**src/rtl/ps2_key_ctrl.sv**
```systemverilog
// ps2_key_ctrl: pops PS/2 scancodes from the receiver FIFO, decodes E0/F0 prefixes and tracks the held key
module ps2_key_ctrl #(
    parameter int TIMEOUT = 50000
) (
    input  logic       clk,
    input  logic       rst,
    input  logic       ready,
    input  logic [7:0] data,
    output logic       nextdata_n,
    output logic       key_valid,
    output logic [7:0] key_code,
    output logic       key_ext,
    output logic       press_evt,
    output logic       release_evt,
    output logic [3:0] cnt_lo,
    output logic [3:0] cnt_hi,
    output logic       err
);
    localparam int TW = $clog2(TIMEOUT);

    typedef enum logic [3:0] {
        IDLE   = 4'b0001,
        FETCH  = 4'b0010,
        SETTLE = 4'b0100,
        DECODE = 4'b1000
    } state_t;

    state_t state_q, state_d;
    logic [7:0] byte_q, byte_d, key_code_q, key_code_d;
    logic key_valid_q, key_valid_d, key_ext_q, key_ext_d;
    logic ext_pend_q, ext_pend_d, brk_pend_q, brk_pend_d;
    logic press_evt_q, press_evt_d, release_evt_q, release_evt_d, err_q, err_d;
    logic [3:0] cnt_lo_q, cnt_lo_d, cnt_hi_q, cnt_hi_d;
    logic [TW-1:0] to_cnt_q, to_cnt_d;
    logic match, pend, tmo, key_byte;

    assign match    = key_valid_q && byte_q == key_code_q && ext_pend_q == key_ext_q;
    assign pend     = ext_pend_q || brk_pend_q;
    assign tmo      = to_cnt_q == TW'(TIMEOUT - 1);
    assign key_byte = byte_q != 8'h00 && byte_q != 8'hFF;

    // Next-state, byte capture, prefix decode, key tracking and prefix timeout
    always_comb begin
        state_d       = state_q;
        byte_d        = byte_q;
        key_code_d    = key_code_q;
        key_valid_d   = key_valid_q;
        key_ext_d     = key_ext_q;
        ext_pend_d    = ext_pend_q;
        brk_pend_d    = brk_pend_q;
        cnt_lo_d      = cnt_lo_q;
        cnt_hi_d      = cnt_hi_q;
        press_evt_d   = 1'b0;
        release_evt_d = 1'b0;
        err_d         = 1'b0;
        to_cnt_d      = '0;
        case (state_q)
            IDLE: begin
                if (ready) state_d = FETCH;
                else if (pend && tmo) begin
                    ext_pend_d = 1'b0;
                    brk_pend_d = 1'b0;
                    err_d      = 1'b1;
                end else if (pend) to_cnt_d = to_cnt_q + 1'b1;
            end
            FETCH: begin
                byte_d  = data;
                state_d = SETTLE;
            end
            SETTLE: state_d = DECODE;
            DECODE: begin
                state_d = IDLE;
                if (byte_q == 8'hE0) ext_pend_d = 1'b1;
                else if (byte_q == 8'hF0) brk_pend_d = 1'b1;
                else begin
                    ext_pend_d = 1'b0;
                    brk_pend_d = 1'b0;
                    if (key_byte && brk_pend_q && match) begin
                        key_valid_d   = 1'b0;
                        release_evt_d = 1'b1;
                    end else if (key_byte && !brk_pend_q && !match) begin
                        key_code_d  = byte_q;
                        key_ext_d   = ext_pend_q;
                        key_valid_d = 1'b1;
                        press_evt_d = 1'b1;
                        cnt_lo_d    = (cnt_lo_q == 4'd9) ? 4'd0 : cnt_lo_q + 4'd1;
                        cnt_hi_d    = (cnt_lo_q != 4'd9) ? cnt_hi_q : (cnt_hi_q == 4'd9) ? 4'd0 : cnt_hi_q + 4'd1;
                    end
                end
            end
            default: state_d = IDLE;
        endcase
    end

    // State and output registers
    always_ff @(posedge clk) begin
        if (rst) begin
            state_q       <= IDLE;
            byte_q        <= '0;
            key_code_q    <= '0;
            key_valid_q   <= 1'b0;
            key_ext_q     <= 1'b0;
            ext_pend_q    <= 1'b0;
            brk_pend_q    <= 1'b0;
            cnt_lo_q      <= '0;
            cnt_hi_q      <= '0;
            press_evt_q   <= 1'b0;
            release_evt_q <= 1'b0;
            err_q         <= 1'b0;
            to_cnt_q      <= '0;
        end else begin
            state_q       <= state_d;
            byte_q        <= byte_d;
            key_code_q    <= key_code_d;
            key_valid_q   <= key_valid_d;
            key_ext_q     <= key_ext_d;
            ext_pend_q    <= ext_pend_d;
            brk_pend_q    <= brk_pend_d;
            cnt_lo_q      <= cnt_lo_d;
            cnt_hi_q      <= cnt_hi_d;
            press_evt_q   <= press_evt_d;
            release_evt_q <= release_evt_d;
            err_q         <= err_d;
            to_cnt_q      <= to_cnt_d;
        end
    end

    assign nextdata_n  = state_q != FETCH;
    assign key_valid   = key_valid_q;
    assign key_code    = key_code_q;
    assign key_ext     = key_ext_q;
    assign press_evt   = press_evt_q;
    assign release_evt = release_evt_q;
    assign cnt_lo      = cnt_lo_q;
    assign cnt_hi      = cnt_hi_q;
    assign err         = err_q;
endmodule

```
**config.mk**
```make
export PLATFORM = sky130hd
export DESIGN_NAME = ps2_key_ctrl
export DESIGN_NICKNAME = d
export VERILOG_FILES = /design/src/rtl/ps2_key_ctrl.sv
export SDC_FILE = /design/constraint.sdc
export NUM_CORES = 1
export LEC_CHECK = 0
export CORE_ASPECT_RATIO = 1.75
export CORE_MARGIN = 2
export CORE_UTILIZATION = 40
export CTS_CLUSTER_DIAMETER = 50
export CTS_CLUSTER_SIZE = 12
export DETAILED_ROUTE_END_ITERATION = 8
export GPL_ROUTABILITY_DRIVEN = 0
export RECOVER_POWER = 50
export SLEW_MARGIN = 0
export SYNTH_ARGS = -nofsm -noshare
export SYNTH_HDL_FRONTEND = slang
export SYNTH_SLANG_ARGS = --single-unit
```
**constraint.sdc**
```tcl
create_clock -name clk -period 2.35 [get_ports clk]
set_clock_uncertainty 0.1 [all_clocks]
set_input_delay 0.47 -clock clk [delete_from_list [all_inputs] [get_ports clk]]
set_output_delay 0.47 -clock clk [all_outputs]
set_load 0.01 [all_outputs]
```
==> Word level (Yosys, flattened, before mapping) <==
Cells that the tools add are included.
{ "word_totals": {"register_bits": 51, "input_bits": 11, "out_inout_bits": 22, "elab_cells": 82} }
{ "op_classes": {"eq_ne": 19, "reduce_logical": 23, "muxes": 17, "n_bitwise": 7, "add_sub_neg": 3} }
{ "ops": {"columns": ["operator", "n"], "rows": [
  ["16-bit by 1-bit adder with 16-bit output, second input constant", 1],
  ["16-bit == test, second input constant", 1],
  ["8-bit == test, second input constant", 2],
  ["4-bit == test, second input constant", 3],
  ["4-bit 2-to-1 mux", 3],
  ["4-bit one-hot mux with 3 select lines", 1],
  ["4-bit AND reduction", 3],
  ["1-bit 2-to-1 mux", 11],
  ["5-bit OR reduction", 2],
  ["4-bit by 1-bit adder with 4-bit output, second input constant", 2],
  ["8-bit == test", 1],
  ["1-bit logical AND", 8],
  ["2-bit inequality test, second input constant", 4],
  ["8-bit inequality test, second input constant", 1],
  ["8-bit nonzero test", 1],
  ["1-bit inverter", 7],
  ["6-bit AND reduction", 1],
  ["5-bit AND reduction", 1],
  ["4-bit by 1-bit == test with 1-bit output, second input constant", 1],
  ["4-bit by 2-bit == test with 1-bit output, second input constant", 1],
  ["4-bit by 3-bit == test with 1-bit output, second input constant", 1],
  ["4-bit by 2-bit inequality test with 1-bit output, second input constant", 1],
  ["4-bit inequality test, second input constant", 1],
  ["1-bit one-hot mux with 2 select lines", 2],
  ["other kinds (7)", 9]
]} }

==> Longest topological paths before layout <==
Gate-level depths: netlist of the first run.
{ "logic_depth": {"word_depth": 7, "depth_mapped": 7, "ltp_nobuf": 6} }

==> Least setup slack after synthesis of the first run <==
OpenSTA, ideal clock, no wires.
{ "synth_path": {"kind": "reg2reg", "from": "register state_q[0]", "to": "register cnt_hi_q[1] (netlist: cnt_hi[1])", "path_slack_ps": 234, "t_required_ps": 2129, "stages_incl_launch_ff": 6, "arrival_ps": 1895, "synth_period_minus_slack_ps": 2116, "setup_ps": 121, "path_buffers": 1, "cell_sequence": "dfxtp_1 > buf_2 > or4b_4 > o21bai_1 > or4_4 > mux2_4"} }
{ "synth_between": {"elab_chain_len": 2} }
{ "synth_rtl": {"columns": ["element", "line_no", "source"], "rows": [
  ["start: declaration", "28", "state_t state_q, state_d;"],
  ["start signal: assignment", "112", "state_q <= state_d;"],
  ["4-bit == test", "57", "case (state_q)"],
  ["6-bit AND reduction (no source line)", null, null],
  ["end signal: assignment", "120", "cnt_hi_q <= cnt_hi_d;"],
  ["end: declaration", "33", "logic [3:0] cnt_lo_q, cnt_lo_d, cnt_hi_q, cnt_hi_d;"]
]} }
No other way between the ends.
A chain may end at the register's enable or synchronous reset.

==> Final worst setup path of the first run <==
{ "layout_path": {"from": "register state_q[1]", "to": "register cnt_hi_q[1] (netlist: cnt_hi[1])"} }
Same word-level chain as after synthesis.

==> results.py, run 1 <==
metrics = {
    "power": {
        "power_frac_seq_pct": 55.3,
        "p_leak_nw": 1.10,
        "power.share.clock_pct": 40.2,
        "p_comb_share_pct": 4.5,
        "ir_drop_mv": 0.295,
        "p_per_area_nw_per_um2": 542,
        "sw_frac_of_total_pct": 21.0,
        "p_int_mw": 1.25,
        "p_switching_uw": 332,
    },
    "layout": {
        "fin_area_um2": 2920,
        "fin_util_pct": 52.7,
        "post_route_cells_drive_above_1_share_pct": 10.3,
        "areaGrowthSynthToFinish_pct": 27.1,
        "layout.nets": 321,
        "diodes": 0,
    },
    "timing": {
        "setup_tns_ns": 0,
        "final-hold-violation-count": 0,
        "worstMarginPinSlew_ns": 0.687,
        "max-slew-margin-rel_pct": 54.2,
        "drv_slew": 0,
        "max_freq_mhz": 446,
        "setup-violations-final": 0,
        "rsz0062_at_grt": "no",
        "period_share_pct": 95.5,
        "post-route-min-period_ns": 2.24,
    },
    "grt": {
        "grt_max_degree": 23,
        "grt_antenna_before_repair": 0,
        "track_usage_pct": 17.6,
        "grt_overflow": 0,
        "grt_pass1_vias": 1970,
        "grt_pass1_wl_mm": 8.74,
    },
    "setup_path": {
        "worstSetupPathType": "register to register",
        "path_max_fanout": 11,
        "crit_required_ns": 2.45,
        "start_kind": "register",
        "cp.arrival_ns": 2.35,
        "cp-end-kind": "register",
        "r2r_cells": 5,
    },
    "floorplan": {
        "io-pin-count": 33,
        "die_area_um2": 6390,
        "start_util_pct": 41.5,
        "placeableCoreArea_um2": 5540,
        "die_h_um": 104,
        "die_width_um": 61.3,
        "row_count": 36,
    },
    "synth": {
        "synth_edf_count": 0,
        "synth_warnings": 0,
        "syn_inst": 263,
        "synthesis.area_um2": 2300,
        "synthArstFlopShare_pct": 0,
        "postSynthNetCount": 275,
        "syn_area_per_cell_um2": 8.73,
        "ys_types": 48,
        "ys_seq_area_share_pct": 44.4,
        "synth_ff_type": "dfxtp_1",
        "ys_ff_latch": 51,
    },
    "clock_network": {
        "path_clk_slew_ns": 0.09,
        "clk_latency_ns": 0.30,
        "clock_path_buffers": 2,
        "ctsHtreeMaxLevel": 2,
        "clock_sinks": 51,
        "hold_buffers": 0,
        "cts_resized": 0,
        "cts_root_buf": "clkbuf_8",
        "cts_tree": "yes",
        "cts_buffers": 5,
        "post-cts-setup-buffers": 0,
    },
    "detailed_routing": {
        "drt_pass1_iterations": 4,
        "vias": 1967,
        "drc": 0,
        "drt_iter0_drc": 42,
        "wl_per_cell_um": 13.3,
        "ant_nets": 0,
        "vias_per_cell": 5.10,
        "wl_mm": 5.15,
    },
    "hold_path": {
        "hp-class": "register to register",
        "min_path_cells": 1,
    },
    "place": {
        "io_buffer_count": 32,
        "dp_hpwl_mm": 3.94,
        "placed_area_um2": 2810,
    },
    "job": {
        "max_cap_viol_count": 0,
    },
    "status": {
        "status": "completed",
    },
}
==> cell usage in the layout (no fill, tap or decap), types with 8 or more instances in the layout <==
cell type        instances
a21oi_1                 15
buf_4                   16
clkdlybuf4s50_1         11
dfxtp_1                 51
dlygate4sd3_1           21
inv_1                    8
nand2_1                 24
nand3_1                  8
nor2_1                  38
xnor2_1                 15
xor2_1                  10
==> path summary, 6_finish.rpt <==
kind,slack [ns],startpoint,to
setup / recovery,0.11,state_q[1],cnt_hi[1]
hold / removal,0.36,to_cnt_q[0],to_cnt_q[0]
setup reg to reg,0.11,state_q[1],cnt_hi[1]
hold reg to reg,0.36,to_cnt_q[0],to_cnt_q[0]
==> power by group through the flow <==
| stage | logic (mW) | registers [mW] | clock network [mW] |
|---|---|---|---|
| finish | 0.0705 | 0.875 | 0.636 |
| global route | 0.0792 | 0.876 | 0.683 |
| CTS | 0.0715 | 0.875 | 0.651 |
| detailed placement | 0.0710 | 0.895 | 0 |
| global placement | 0.0716 | 0.895 | 0 |
| floorplan | 0.0345 | 0.895 | 0 |
==> per-layer routing <==
layer	GRT usage, %	vias to the layer above	wire length (um)
li1	-	1010	-
met1	18.7	904	2010
met2	32.2	41	2880
met3	3.11	12	126
met4	6.52	0	129
met5	0	-	0
==> critical path: stages, from the launching register on <==
cell,delay (ns)
dfxtp_1,0.32
or4b_4,0.54
o21bai_1,0.17
buf_4,0.18
or4_4,0.53
mux2_4,0.30
==> flip-flops by register name, summed over array words and instances, names as in the netlist <==
register and cells:
key_code 8, key_ext 1, err 1, release_evt 1, state_q 4, brk_pend_q 1, press_evt 1, to_cnt_q 16
ext_pend_q 1, cnt_lo 4, cnt_hi 4, byte_q 8, key_valid 1
==> layout make-up <==
| cell class | count | area, um2 |
|---|---|---|
| multi-input cells | 192 | 1200 |
| well taps | 76 | 95.1 |
| repair buffers | 50 | 449 |
| fillers | 553 | 2620 |
| inverters | 9 | 33.8 |
| clock buffers | 6 | 82.6 |
| clock inverters | 2 | 35.0 |
| flip-flops and latches | 51 | 1020 |
==> per-stage QoR <==
step	power (mW)	hold slack [ns]	setup slack, ns	cells
floorplan	0.929	0.318	0.234	263
global placement	0.966	0.333	0.138	378
detailed placement	0.966	0.347	0.113	378
CTS	1.60	0.368	0.0167	386
global route	1.64	0.385	0.00870	386
finish	1.58	0.359	0.106	386
==> cells in the mapped netlist (all sizes together) (2+ instances only) <==
master / instances / area [um2]
inv: 9 / 33.8
dfxtp: 51 / 1020
nor4: 7 / 43.8
nand2b: 5 / 31.3
or4: 5 / 41.3
or3b: 2 / 17.5
nand4bb: 2 / 22.5
nand3: 8 / 40.0
buf: 7 / 32.5
or4b: 2 / 23.8
nor4b: 2 / 23.8
mux2: 3 / 37.5
nand2: 24 / 90.1
xor2: 10 / 87.6
o21ai: 9 / 45.0
a21oi: 15 / 75.1
o311ai: 3 / 26.3
nor3: 6 / 30.0
nor2: 38 / 143
clkbuf: 4 / 15.0
nand4: 7 / 43.8
xnor2: 15 / 131
o41ai: 2 / 25.0
nor2b: 4 / 25.0
or3: 4 / 25.0
mux2i: 6 / 60.1
==> cells by family after synthesis <==
group	share of synthesized area, %
AO/OA/AOI/OAI	9.86
XOR/XNOR	9.53
adder cells (fa/ha/maj)	0.545
buffers and inverters	3.54
flip-flops	44.4
multiplexers	4.25
AND/OR/NAND/NOR	27.8
Power figures use the tool's default switching activity.
==> inputs of run 2 (changes only) <==
--- a/config.mk
+++ b/config.mk
@@ -12,6 +12,7 @@
 export CTS_CLUSTER_SIZE = 12
 export DETAILED_ROUTE_END_ITERATION = 8
 export GPL_ROUTABILITY_DRIVEN = 0
+export MAX_ROUTING_LAYER = met4
 export RECOVER_POWER = 50
 export SLEW_MARGIN = 0
 export SYNTH_ARGS = -nofsm -noshare
==> run 2 against run 1 <==
- utilization unchanged
- clock power is essentially flat
- cell area stayed put
- fmax hardly changed
- combinational power hardly changed
- highest routed layer unchanged
- via count increased by 0.25%
- worst hold slack is essentially flat
- critical path type unchanged
- first-iteration DRC count stayed put
- critical path depth did not move
- routed wire length grew 0.23%
- cell count stayed put
==> results.py, run 2 (same netlist as run 1, synthesis figures left out) <==
metrics = {
    "clock_network": {
        "cts_tree": "yes",
        "cts_root_buf": "clkbuf_8",
        "cts_resized": 0,
        "clock_path_buffers": 2,
        "clock_sinks": 51,
        "ctsHtreeMaxLevel": 2,
        "post-cts-setup-buffers": 0,
        "path_clk_slew_ns": 0.09,
        "hold_buffers": 0,
        "cts_buffers": 5,
        "clk_latency_ns": 0.30,
    },
    "timing": {
        "max_freq_mhz": 446,
        "worstMarginPinSlew_ns": 0.687,
        "final-hold-violation-count": 0,
        "post-route-min-period_ns": 2.24,
        "holdWs_ns": 0.359,
        "final.setup.worst_slack_ns": 0.106,
        "rsz0062_at_grt": "no",
        "setup-violations-final": 0,
        "drv_slew": 0,
        "period_share_pct": 95.5,
        "setup_tns_ns": 0,
        "max-slew-margin-rel_pct": 54.2,
    },
    "setup_path": {
        "worstSetupPathType": "register to register",
        "start_kind": "register",
        "path_max_fanout": 11,
        "cp.arrival_ns": 2.35,
        "slowest_delay_ns": 0.54,
        "crit_required_ns": 2.45,
        "critical_path.cell_chain": "or4b_4 -> o21bai_1 -> buf_4 -> or4_4 -> mux2_4",
        "crit_path_top_delay_cell": "or4b_4",
        "cp-end-kind": "register",
    },
    "layout": {
        "areaGrowthSynthToFinish_pct": 27.1,
        "post_route_cells_drive_above_1_share_pct": 10.3,
        "fin_area_um2": 2920,
        "diodes": 0,
        "largest_register": "to_cnt_q",
        "layout.nets": 321,
        "largest_reg_flops": 16,
        "fin_util_pct": 52.7,
        "final_common_cell": "dfxtp_1",
        "layout_common_cells": "dfxtp_1 (51), nor2_1 (38), nand2_1 (24)",
        "final_cells": 386,
    },
    "detailed_routing": {
        "ant_nets": 0,
        "drt_iter0_drc": 42,
        "vias": 1972,
        "dr_wl_met3_um": 129,
        "wl_met1_mm": 2.02,
        "wl_mm": 5.16,
        "met2WireLength_mm": 2.88,
        "drc": 0,
        "drt_pass1_iterations": 4,
        "wl_per_cell_um": 13.4,
        "top_layer": "met4",
        "vias_per_cell": 5.11,
    },
    "power": {
        "p_per_area_nw_per_um2": 541,
        "p_leak_nw": 1.10,
        "ir_drop_mv": 0.295,
        "finalPower_mw": 1.58,
    },
    "floorplan": {
        "die_area_um2": 6390,
        "start_util_pct": 41.5,
        "die_width_um": 61.3,
        "io-pin-count": 33,
        "die_h_um": 104,
        "placeableCoreArea_um2": 5540,
        "row_count": 36,
    },
    "grt": {
        "grt_antenna_before_repair": 0,
        "grt_pass1_wl_mm": 8.77,
        "grt_overflow": 0,
        "grt_pass1_vias": 1959,
        "grt_max_degree": 23,
        "track_usage_pct": 18.1,
    },
    "hold_path": {
        "hp-class": "register to register",
    },
    "status": {
        "status": "completed",
    },
    "place": {
        "post-place-ws_ns": 0.113,
        "placed_cells": 378,
        "dp_hpwl_mm": 3.94,
        "placed_area_um2": 2810,
        "io_buffer_count": 32,
    },
    "job": {
        "max_cap_viol_count": 0,
    },
}
-- run 2: cell counts in the layout (fill, tap and decap cells not counted) --
No cell type changed its count.
-- run 2: routing by layer --
metal  track usage [%]  vias to the layer above
met3              2.99                       12
met5                 -                        -
met4              6.52                        0
met2              32.1                       42
li1                  -                     1012
met1              19.1                      906
-- run 2: power breakdown --
part | switching (mW) | internal (mW) | leakage (nW) | total, mW
registers | 0.00540 | 0.869 | 0.411 | 0.875
logic | 0.0351 | 0.0354 | 0.629 | 0.0705
clock network | 0.291 | 0.345 | 0.0612 | 0.636
-- run 2: critical path: cells and delay by family, from the launching register on --
| kind | cells | cell delay, ns |
|---|---|---|
| AO/OA/AOI/OAI | 1 | 0.17 |
| buffers and inverters | 1 | 0.18 |
| AND/OR/NAND/NOR | 2 | 1.07 |
| flip-flops | 1 | 0.32 |
| multiplexers | 1 | 0.30 |
-- run 2: cell type report --
cell class / instances / area, um2
Clock buffer: 6 / 82.6
Clock inverter: 2 / 35.0
Fill cell: 553 / 2620
Inverter: 9 / 33.8
Multi-Input combinational cell: 192 / 1200
Sequential cell: 51 / 1020
Tap cell: 76 / 95.1
Timing Repair Buffer: 50 / 449
-- run 2: final timing paths --
kind	start	to	slack, ns	depth (start not counted)
max	state_q[1]	cnt_hi[1]	0.11	5
min	to_cnt_q[0]	to_cnt_q[0]	0.36	1
max reg2reg	state_q[1]	cnt_hi[1]	0.11	5
min reg2reg	to_cnt_q[0]	to_cnt_q[0]	0.36	1
